===== src/rtl/nat_str_pkg.sv =====
// Shared types for the native-to-AXI-Stream converter: framing states, FIFO entry layout, keep decode.
package nat_str_pkg;

   localparam int DATA_W = 32;
   localparam int KEEP_W = 4;

   typedef enum logic {
      IDLE     = 1'b0,
      IN_FRAME = 1'b1
   } state_t;

   typedef struct packed {
      logic [DATA_W-1:0] data;
      logic [KEEP_W-1:0] keep;
      logic              last;
      logic              user;
   } fifo_entry_t;

   // BC counts invalid trailing bytes on the EOF word; valid bytes are packed from lane 0.
   function automatic logic [KEEP_W-1:0] bc_to_keep(input logic [1:0] bc);
      logic [KEEP_W-1:0] keep;
      keep = 4'b1111;
      case (bc)
         2'd0:    keep = 4'b1111;
         2'd1:    keep = 4'b0111;
         2'd2:    keep = 4'b0011;
         2'd3:    keep = 4'b0001;
         default: keep = 4'b1111;
      endcase
      return keep;
   endfunction

endpackage


===== src/rtl/nat_str_fifo.sv =====
// Synchronous FIFO of stream beats with registered fill count and a registered head-of-queue output.
module nat_str_fifo
   import nat_str_pkg::*;
#(
   parameter int DEPTH = 8
) (
   input  logic        i_clk,
   input  logic        i_rst,
   input  logic        i_push,
   input  fifo_entry_t i_din,
   input  logic        i_pop,
   output fifo_entry_t o_dout,
   output logic        o_full,
   output logic        o_empty
);

   localparam int PTR_W = $clog2(DEPTH);
   localparam int CNT_W = PTR_W + 1;
   localparam logic [CNT_W-1:0] FULL_CNT = CNT_W'(DEPTH);

   fifo_entry_t      r_mem [DEPTH];
   fifo_entry_t      r_dout;
   logic [PTR_W-1:0] r_wr_ptr;
   logic [PTR_W-1:0] r_rd_ptr;
   logic [CNT_W-1:0] r_count;

   logic             w_push;
   logic             w_pop;
   logic             w_bypass;
   logic [PTR_W-1:0] w_rd_ptr_next;
   logic [CNT_W-1:0] w_count_next;

   assign o_full   = (r_count == FULL_CNT);
   assign o_empty  = (r_count == '0);
   assign w_push   = i_push & ~o_full;
   assign w_pop    = i_pop & ~o_empty;
   assign w_rd_ptr_next = w_pop ? r_rd_ptr + PTR_W'(1) : r_rd_ptr;
   // The incoming word becomes the new head when nothing older survives this edge.
   assign w_bypass = w_push & ((r_count == '0) | ((r_count == CNT_W'(1)) & w_pop));

   always_comb begin
      w_count_next = r_count;
      case ({w_push, w_pop})
         2'b10:   w_count_next = r_count + CNT_W'(1);
         2'b01:   w_count_next = r_count - CNT_W'(1);
         default: w_count_next = r_count;
      endcase
   end

   always_ff @(posedge i_clk) begin
      if (w_push) begin
         r_mem[r_wr_ptr] <= i_din;
      end
   end

   always_ff @(posedge i_clk) begin
      if (i_rst) begin
         r_wr_ptr <= '0;
         r_rd_ptr <= '0;
         r_count  <= '0;
         r_dout   <= '0;
      end else begin
         if (w_push) begin
            r_wr_ptr <= r_wr_ptr + PTR_W'(1);
         end
         r_rd_ptr <= w_rd_ptr_next;
         r_count  <= w_count_next;
         if (w_bypass) begin
            r_dout <= i_din;
         end else if (w_count_next != '0) begin
            r_dout <= r_mem[w_rd_ptr_next];
         end
      end
   end

   assign o_dout = r_dout;

endmodule


===== src/rtl/nat_str_conv.sv =====
// Native packet interface to 32-bit AXI4-Stream master with framing checks and a buffering FIFO.
// Optional dropped-word counter enabled by defining NAT_STR_DROP_CNT_EN.
module nat_str_conv
   import nat_str_pkg::*;
#(
   parameter int DEPTH = 8
) (
   input  logic              CLK,
   input  logic              RST,
   input  logic              Pkt_VALID_IN,
   input  logic [DATA_W-1:0] Pkt_DATA_IN,
   input  logic              Pkt_SOF_IN,
   input  logic              Pkt_EOF_IN,
   input  logic [1:0]        BC_IN,
   output logic              Pkt_RDY_OUT,
   output logic [DATA_W-1:0] STR_TDATA_OUT,
   output logic [KEEP_W-1:0] STR_TKEEP_OUT,
   output logic              STR_TLAST_OUT,
   output logic              STR_TUSER_OUT,
   output logic              STR_TVALID_OUT,
   input  logic              STR_TREADY_IN,
   output logic              ERR_OUT,
   output logic [15:0]       DROP_CNT_OUT
);

   state_t      r_state;
   state_t      w_state_next;
   logic        r_err;
   logic        w_accept;
   logic        w_push;
   logic        w_drop;
   logic        w_resof;
   logic        w_full;
   logic        w_empty;
   fifo_entry_t w_entry;
   fifo_entry_t w_head;

   assign w_accept = Pkt_VALID_IN & Pkt_RDY_OUT;
   assign w_entry  = '{data: Pkt_DATA_IN,
                       keep: Pkt_EOF_IN ? bc_to_keep(BC_IN) : {KEEP_W{1'b1}},
                       last: Pkt_EOF_IN,
                       user: Pkt_SOF_IN};

   always_ff @(posedge CLK) begin
      if (RST) begin
         r_state <= IDLE;
      end else begin
         r_state <= w_state_next;
      end
   end

   always_comb begin
      w_state_next = r_state;
      w_push       = 1'b0;
      w_drop       = 1'b0;
      w_resof      = 1'b0;
      if (w_accept) begin
         case (r_state)
            IDLE: begin
               if (Pkt_SOF_IN) begin
                  w_push = 1'b1;
                  if (!Pkt_EOF_IN) begin
                     w_state_next = IN_FRAME;
                  end
               end else begin
                  w_drop = 1'b1;
               end
            end
            IN_FRAME: begin
               // A restart abandons the open frame; the new word still goes out as a frame start.
               w_push  = 1'b1;
               w_resof = Pkt_SOF_IN;
               if (Pkt_EOF_IN) begin
                  w_state_next = IDLE;
               end
            end
            default: w_state_next = IDLE;
         endcase
      end
   end

   always_ff @(posedge CLK) begin
      if (RST) begin
         r_err <= 1'b0;
      end else if (w_drop | w_resof) begin
         r_err <= 1'b1;
      end
   end

`ifdef NAT_STR_DROP_CNT_EN
   logic [15:0] r_drop_cnt;

   always_ff @(posedge CLK) begin
      if (RST) begin
         r_drop_cnt <= '0;
      end else if (w_drop && (r_drop_cnt != 16'hFFFF)) begin
         r_drop_cnt <= r_drop_cnt + 16'd1;
      end
   end

   assign DROP_CNT_OUT = r_drop_cnt;
`else
   assign DROP_CNT_OUT = '0;
`endif

   nat_str_fifo #(
      .DEPTH (DEPTH)
   ) u_fifo (
      .i_clk   (CLK),
      .i_rst   (RST),
      .i_push  (w_push),
      .i_din   (w_entry),
      .i_pop   (STR_TREADY_IN),
      .o_dout  (w_head),
      .o_full  (w_full),
      .o_empty (w_empty)
   );

   assign Pkt_RDY_OUT    = ~w_full;
   assign STR_TVALID_OUT = ~w_empty;
   assign STR_TDATA_OUT  = w_head.data;
   assign STR_TKEEP_OUT  = w_head.keep;
   assign STR_TLAST_OUT  = w_head.last;
   assign STR_TUSER_OUT  = w_head.user;
   assign ERR_OUT        = r_err;

endmodule


===== config.mk =====
export PLATFORM = sky130hd
export DESIGN_NAME = nat_str_conv
export DESIGN_NICKNAME = d
export VERILOG_FILES = /design/src/rtl/nat_str_pkg.sv /design/src/rtl/nat_str_fifo.sv /design/src/rtl/nat_str_conv.sv
export SDC_FILE = /design/constraint.sdc
export NUM_CORES = 1
export LEC_CHECK = 0
export ABC_AREA = 1
export BUFFER_PORTS_ARGS = -buffer_cell sky130_fd_sc_hd__buf_2
export CAP_MARGIN = 40
export CELL_PAD_IN_SITES_DETAIL_PLACEMENT = 0
export CELL_PAD_IN_SITES_GLOBAL_PLACEMENT = 1
export CORE_ASPECT_RATIO = 0.6
export CORE_MARGIN = 5
export CORE_UTILIZATION = 43
export DETAILED_ROUTE_END_ITERATION = 10
export GPL_TIMING_DRIVEN = 0
export PLACE_DENSITY_LB_ADDON = 0.1
export SYNTH_ARGS = -nofsm -noshare
export SYNTH_HDL_FRONTEND = slang
export SYNTH_SLANG_ARGS = --single-unit
export TNS_END_PERCENT = 100

===== constraint.sdc =====
create_clock -name CLK -period 3.3 [get_ports CLK]
set_input_delay 0.165 -clock CLK [delete_from_list [all_inputs] [get_ports CLK]]
set_output_delay 0.165 -clock CLK [all_outputs]
set_load 0.05 [all_outputs]

**Yosys cells after proc, flatten, opt, wreduce, memory -nomap -nowiden**

Memory sizes are Yosys's and may differ from the RTL's.
Cells that the tools add are included.

- Bits in latches: 0
- Register bits after elaboration: 50
- Bits of input ports: 40
- Word-level logic and storage cells: 54
- Memory bits (writable): 304
- Output and inout port bits: 57
- Memory bits (read-only): 0
- Memories: 1

Memory list:

| name | depth | bits a word | rd ports | clocked after memory_dff | wr ports | RTL line | RTL |
|---|---|---|---|---|---|---|---|
| u_fifo.r_mem | 8 | 38 | 1 | 0 | 1 | nat_str_fifo.sv:21 | `fifo_entry_t r_mem [DEPTH];` |

- Magnitude comparators: 0
- Reductions and logical operators: 4
- Eq/ne operators: 7
- Div/mod/pow operators: 0
- Add/subtract/negate cells: 4
- Muxes and demuxes: 19
- Shift-type cells: 0
- Multipliers: 0
- Bitwise gates (word level): 10

Operators by type and width:

| kind | count |
|---|---|
| 38-bit 2-to-1 mux | 2 |
| 4-bit one-hot mux with 4 select lines | 1 |
| 1-bit 2-to-1 mux | 11 |
| 4-bit one-hot mux with 2 select lines | 1 |
| 3-bit by 1-bit adder with 3-bit output, second input constant | 2 |
| 2-bit == test, second input constant | 3 |
| 1-bit AND | 5 |
| 4-bit by 1-bit adder with 4-bit output, second input constant | 1 |
| 2-bit by 1-bit == test with 1-bit output, second input constant | 2 |
| 4-bit by 1-bit == test with 1-bit output, second input constant | 1 |
| 4-bit == test, second input constant | 1 |
| 4-bit logical NOT | 1 |
| 4-bit 2-to-1 mux | 1 |
| 1-bit one-hot mux with 2 select lines | 2 |
| 4-bit nonzero test | 1 |
| 4-bit by 1-bit subtractor with 4-bit output, second input constant | 1 |
| 3-bit 2-to-1 mux | 1 |
| 1-bit NOT | 3 |
| 2-bit logical NOT | 1 |
| 1-bit bitwise OR | 2 |
| 2-bit nonzero test | 1 |

**Logic depth before layout (Yosys ltp)**

- Depth in word-level cells: 10
- Gate-level depth with buffers: 18
- Mapped depth without buffers: 16

**Cells and area by module**

Synthesis repeated with hierarchy kept, for this count alone.

- Cells, all modules: 1660
- Area, all modules: 15975.3 um2

By module, submodules not included:

| module | seq. area each (um2) | instances | cells each | area an instance (um2) |
|---|---|---|---|---|
| nat_str_fifo | 10089.7 | 1 | 1619 | 15708.8 |
| nat_str_conv | 40.0 | 1 | 41 | 266.5 |

**Worst setup path after synthesis**

OpenSTA, ideal clock, no wires.

- Kind: register to register
- From: register u_fifo.r_count[0]
- To: memory u_fifo.r_mem[1][0] in the netlist's numbering (enable)
- Slack: -0.268 ns
- Stages on the path, launching flop included: 10
- Arrival time: 3.137 ns
- Setup time: 0.431 ns
- Required time: 2.869 ns
- Clock period less this slack: 3.568 ns
- Path buffers: 0
- Cells stage by stage: dfxtp_1 -> inv_1 -> ha_1 -> nand3_2 -> nand2_2 -> nor2_4 -> inv_1 -> nor2_1 -> inv_1 -> nor2_1

- Cells in the longest elaborated chain, start to end: 7

RTL lines:

| what | RTL line | RTL |
|---|---|---|
| start, declared | nat_str_fifo.sv:25 | `logic [CNT_W-1:0] r_count;` |
| start signal, assigned | nat_str_fifo.sv:67 | `r_count <= w_count_next;` |
| 4-bit == test (*) | nat_str_fifo.sv:33 | `assign o_full = (r_count == FULL_CNT);` |
| 1-bit NOT (*) | nat_str_conv.sv:119 | `assign Pkt_RDY_OUT = ~w_full;` |
| named net Pkt_RDY_OUT | nat_str_conv.sv:15 | `output logic Pkt_RDY_OUT,` |
| 1-bit AND | nat_str_conv.sv:38 | `assign w_accept = Pkt_VALID_IN & Pkt_RDY_OUT;` |
| 1-bit 2-to-1 mux | nat_str_conv.sv:57 | `if (w_accept) begin` |
| 1-bit AND (*) | nat_str_fifo.sv:35 | `assign w_push = i_push & ~o_full;` |
| named net u_fifo.w_push | nat_str_fifo.sv:27 | `logic w_push;` |
| 1-bit 2-to-1 mux (*) | nat_str_fifo.sv:51 | `if (w_push) begin` |
| 1-bit 2-to-1 mux (implied by the code) (*) | nat_str_fifo.sv:52 | `r_mem[r_wr_ptr] <= i_din;` |
| end, declared | nat_str_fifo.sv:21 |  |

Mark *: on every way through the listed nets, which the timed path passes. The rest lies on a longest branch.

**Worst setup path in the final report**

- From: register u_fifo.r_count[0]
- To: register u_fifo.r_dout, in the netlist u_fifo.o_dout[2]

- Cells in the longest elaborated chain, start to end: 9
- Elaborated cells on any way between the ends: 23
- Classes of those cells: 2 x add/sub; 4 x eq/ne; 5 x mux; 8 x bitwise; 3 x reduce/logical; 1 x memory

RTL lines:

| what | RTL line | RTL |
|---|---|---|
| 4-bit == test (*) | nat_str_fifo.sv:33 |  |
| 1-bit NOT (*) | nat_str_fifo.sv:35, nat_str_conv.sv:119 |  |
| 1-bit AND | nat_str_conv.sv:38 |  |
| 1-bit 2-to-1 mux | nat_str_conv.sv:57 |  |
| 1-bit AND (*) | nat_str_fifo.sv:35 |  |
| named net u_fifo.w_push | nat_str_fifo.sv:27 |  |
| 2-bit by 1-bit == test with 1-bit output or 2-bit == test (tied branches) | nat_str_fifo.sv:43 | `case ({w_push, w_pop})` |
| 4-bit one-hot mux with 2 select lines | nat_str_fifo.sv:43 |  |
| 4-bit nonzero test | nat_str_fifo.sv:70 | `end else if (w_count_next != '0) begin` |
| 2-bit nonzero test (no source line) | -- |  |
| end signal, assigned | nat_str_fifo.sv:69 | `r_dout <= i_din;` |
| end signal, assigned | nat_str_fifo.sv:71 | `r_dout <= r_mem[w_rd_ptr_next];` |
| end, declared | nat_str_fifo.sv:22 | `fifo_entry_t r_dout;` |

Mark *: on every way through the listed nets, which the timed path passes. The rest lies on a longest branch. The select of a mux whose other input is x is not followed.
A chain may end at the register's enable or synchronous reset.

==> flow_summary.toml <==
[synthesis]
yosys-top-cells-area = "edfxtp_1, nand3_1, inv_1, dfxtp_1, nand2_1"
synth_cells = 1656
synth_seq_area_share_pct = 62.2
synth_cell_types = 29
synth_top_cell_by_area = "edfxtp_1"
synthArstFlopShare_pct = 0
synth_area_sq_mm = 0.0159
avgSynthCellArea_sq_um = 9.61
synthMostInstantiatedCell = "nand3_1"
synth_top_area_share_pct = 55.9
yosys_warnings = 0
synth_top_cells_by_count = "nand3_1, inv_1, edfxtp_1, nand2_1, a21oi_1"
synth_edf_count = 296
ys_seq_elements = 346
ys.flop_type = "edfxtp_1"

[grt]
track_usage_pct = 22.5
grt_pass1_wl_um = 70700
grt-busiest-layer = "met1"
grt_pass1_vias = 11300
grtUsageMet3_pct = 3.66
antenna_found_initial = 2
gr-usage-met1_pct = 34.9
grt_max_degree = 22
gr-total-overflow = 0
use_met2_pct = 33.3

[critical_path]
r2r-start = "u_fifo.r_count[0]"
r2r_end = "u_fifo.o_dout[2]"
worst_path_most_repeated_cell = "inv_1"
ff2ff_path_depth = 18
max_stage_delay_ns = 0.38
critical_path_class = "reg2reg"
crit_path_end_kind = "register"
crit_arrival_ns = 3.46
rrSetupSlack_ns = 0.25
crit_family = "simple AND/OR/NAND/NOR gates"
critPathRequiredTime_ns = 3.71
crit_chain = "inv_1 -> ha_2 -> nand3_2 -> nand2_2 -> nor2_4 -> inv_1 -> ha_1 -> inv_2 -> nand3_1 -> o21a_1 -> nor2_1 -> nand2_1 -> nor2_4 -> buf_6 -> buf_4 -> nand2_1 -> o21ai_1 -> inv_1"
path_max_fanout = 10
cp-start-kind = "register"
crit_path_top_delay_cell = "dfxtp_2"
critical_path_buf_inv_count = 6

[sta]
relSlewSlack_pct = 48.1
finalCritPeriodShare_pct = 92.3
skew_ns = 0.0100
hold_slack_ns = 0.0355
fin_crit_ns = 3.05
slew_viol_final = 0
tightestPinTransition_ns = 0.776
setup_viol_count_final = 0
timing.final.ws_setup_ns = 0.253
final-hold-violation-count = 0
max_freq_mhz = 328

[floorplan]
rows = 54
dieArea_sq_mm = 0.0411
chipWidth_um = 258
start_util_pct = 43.7
io_pins = 97
die_height_um = 159
core_sq_mm = 0.0364

[cts]
clock_sinks = 346
worstSkewPairLatency_ns = 0.53
h-tree-depth = 2
ctsLongestPathBuffers = 3
clk_pin_slew_worst_paths_ns = 0.06
cts-root-buf = "clkbuf_16"
numCtsBuffers = 36
cts_tree = "yes"

[run_status]
outcome = "finished clean"

[cells_and_area]
drive_above_1_share_pct = 13.8
area_growth_pct = 17.5
fill_cells = 3389
final_nets = 1876

[routing]
drtIter0Drc = 985
post_drt_wl_per_cell_um = 19.9
vias = 11700
routed_via_density = 5.02
totalWireLength_um = 46500
drtAntennaViolNets = 0
dr.pass1.iters = 5
drc = 0

[job]
max_cap_viol_count = 0

[power_and_ir_drop]
cellPowerDensity_mw_per_mm2 = 1060
power_mw = 19.8
peakVddDrop_mv = 0.614
power.leakage_nw = 8.29

[worst_hold_path]
hp-start = "Pkt_DATA_IN[16]"
hold_class = "in2reg"
min_to = "u_fifo.r_mem[7][22]"
worstHoldPathCells = 1

[place]
gp_congestion = 0.843
place_ws_ns = -0.138
dp.final_hpwl_um = 31300
port_buffers = 79
-- layer usage --
layer | wire (um) | share of wire [%]
met2 | 19800 | 43
met1 | 22800 | 49
met4 | 850 | 1.8
met5 | 0 | 0
met3 | 3060 | 6.6
-- through the flow --
stage	cells	area, sq um	TNS, ns	utilization, %
4_1_cts	2330	18700	0	51.3
3_3_place_gp	2226	17000	-350.57	46.6
3_5_place_dp	2235	17200	-1.75	47.3
2_1_floorplan	1671	16000	-39.70	-
6_report	2331	18700	0	51.3
5_1_grt	2331	18700	-0.0113	51.3
-- state kept, by name, summed over array words and instances (netlist names) --
name,flops
u_fifo.r_mem,296
u_fifo.r_rd_ptr,3
u_fifo.r_wr_ptr,3
u_fifo.o_dout,38
r_state,1
u_fifo.r_count,4
ERR_OUT,1
-- worst max-delay path by stage --
| stage | startpoint | end | slack, ns | cells past startpoint |
|---|---|---|---|---|
| 6_report | u_fifo.r_count[0] | u_fifo.o_dout[2] | 0.25 | 18 |
| 5_1_grt | u_fifo.r_count[0] | u_fifo.o_dout[2] | -0.01 | 18 |
| 4_1_cts | u_fifo.r_count[0] | u_fifo.o_dout[2] | 0.01 | 18 |
| 3_5_place_dp | u_fifo.r_count[0] | u_fifo.o_dout[2] | -0.14 | 15 |
| 3_3_place_gp | u_fifo.r_count[0] | u_fifo.r_mem[7][31] | -2.10 | 9 |
| 2_1_floorplan | u_fifo.r_count[0] | u_fifo.r_mem[1][0] | -0.27 | 9 |
-- cell usage in the layout (no fill, tap or decap), drive strengths merged --
| master | count |
|---|---|
| o21a | 1 |
| clkinv | 10 |
| inv | 354 |
| conb | 16 |
| nor2 | 61 |
| dlygate4sd3 | 32 |
| nand3 | 418 |
| a21oi | 81 |
| nand2 | 220 |
| buf | 184 |
| edfxtp | 296 |
| nor3 | 1 |
| bufinv | 2 |
| o21ai | 10 |
| diode | 1 |
| a22o | 1 |
| dfxtp | 50 |
| clkbuf | 71 |
| nand4 | 1 |
| nand3b | 37 |
| ha | 7 |
| xnor2 | 1 |
-- final cells by class --
cell class / instances / area, sq um / area share (%)
clock buffer: 51 / 1010 / 5.40
antenna: 1 / 2.50 / 0.0134
inverter: 354 / 1330 / 7.11
clock inverter: 12 / 106 / 0.569
tap: 476 / 596 / 3.19
sequential: 346 / 9890 / 52.9
timing repair buffer: 120 / 918 / 4.91
multi-input combinational: 855 / 4190 / 22.4
buffer: 116 / 648 / 3.47
-- what timing repair did --
item | CTS | global route
endpoints found under the hold margin | 240 | 0
gates resized for setup | 8 | 5
setup buffers | 0 | 0
endpoints found under the setup margin | 38 | 38
hold buffers | 32 | 0
pin swaps | 0 | 0
-- worst register-to-register path: stages, from the launching register on --
cell,delay [ns]
dfxtp_2,0.38
inv_1,0.10
ha_2,0.25
nand3_2,0.10
nand2_2,0.08
nor2_4,0.18
inv_1,0.11
ha_1,0.35
inv_2,0.13
nand3_1,0.09
o21a_1,0.12
nor2_1,0.13
nand2_1,0.11
nor2_4,0.15
buf_6,0.18
buf_4,0.23
nand2_1,0.08
o21ai_1,0.12
inv_1,0.05
-- where the power goes --
group / internal, mW / switching [mW] / leakage [nW]
combinational: 3.13 / 7.39 / 4.65
sequential: 5.14 / 0.183 / 3.08
clock: 2.28 / 1.68 / 0.551
-- cell families (layout without fill, tap and decap cells) --
group | after synthesis | in the layout | share of synthesized area, %
other cells | 1 | 17 | 0.0236
compound gates | 93 | 93 | 3.01
xor+xnor | 1 | 1 | 0.0551
flops | 346 | 346 | 62.2
buf+inv | 470 | 653 | 12.3
simple gates | 738 | 738 | 21.9
fa+ha+maj | 7 | 7 | 0.551
No activity file was read; power rests on OpenSTA's default activity.
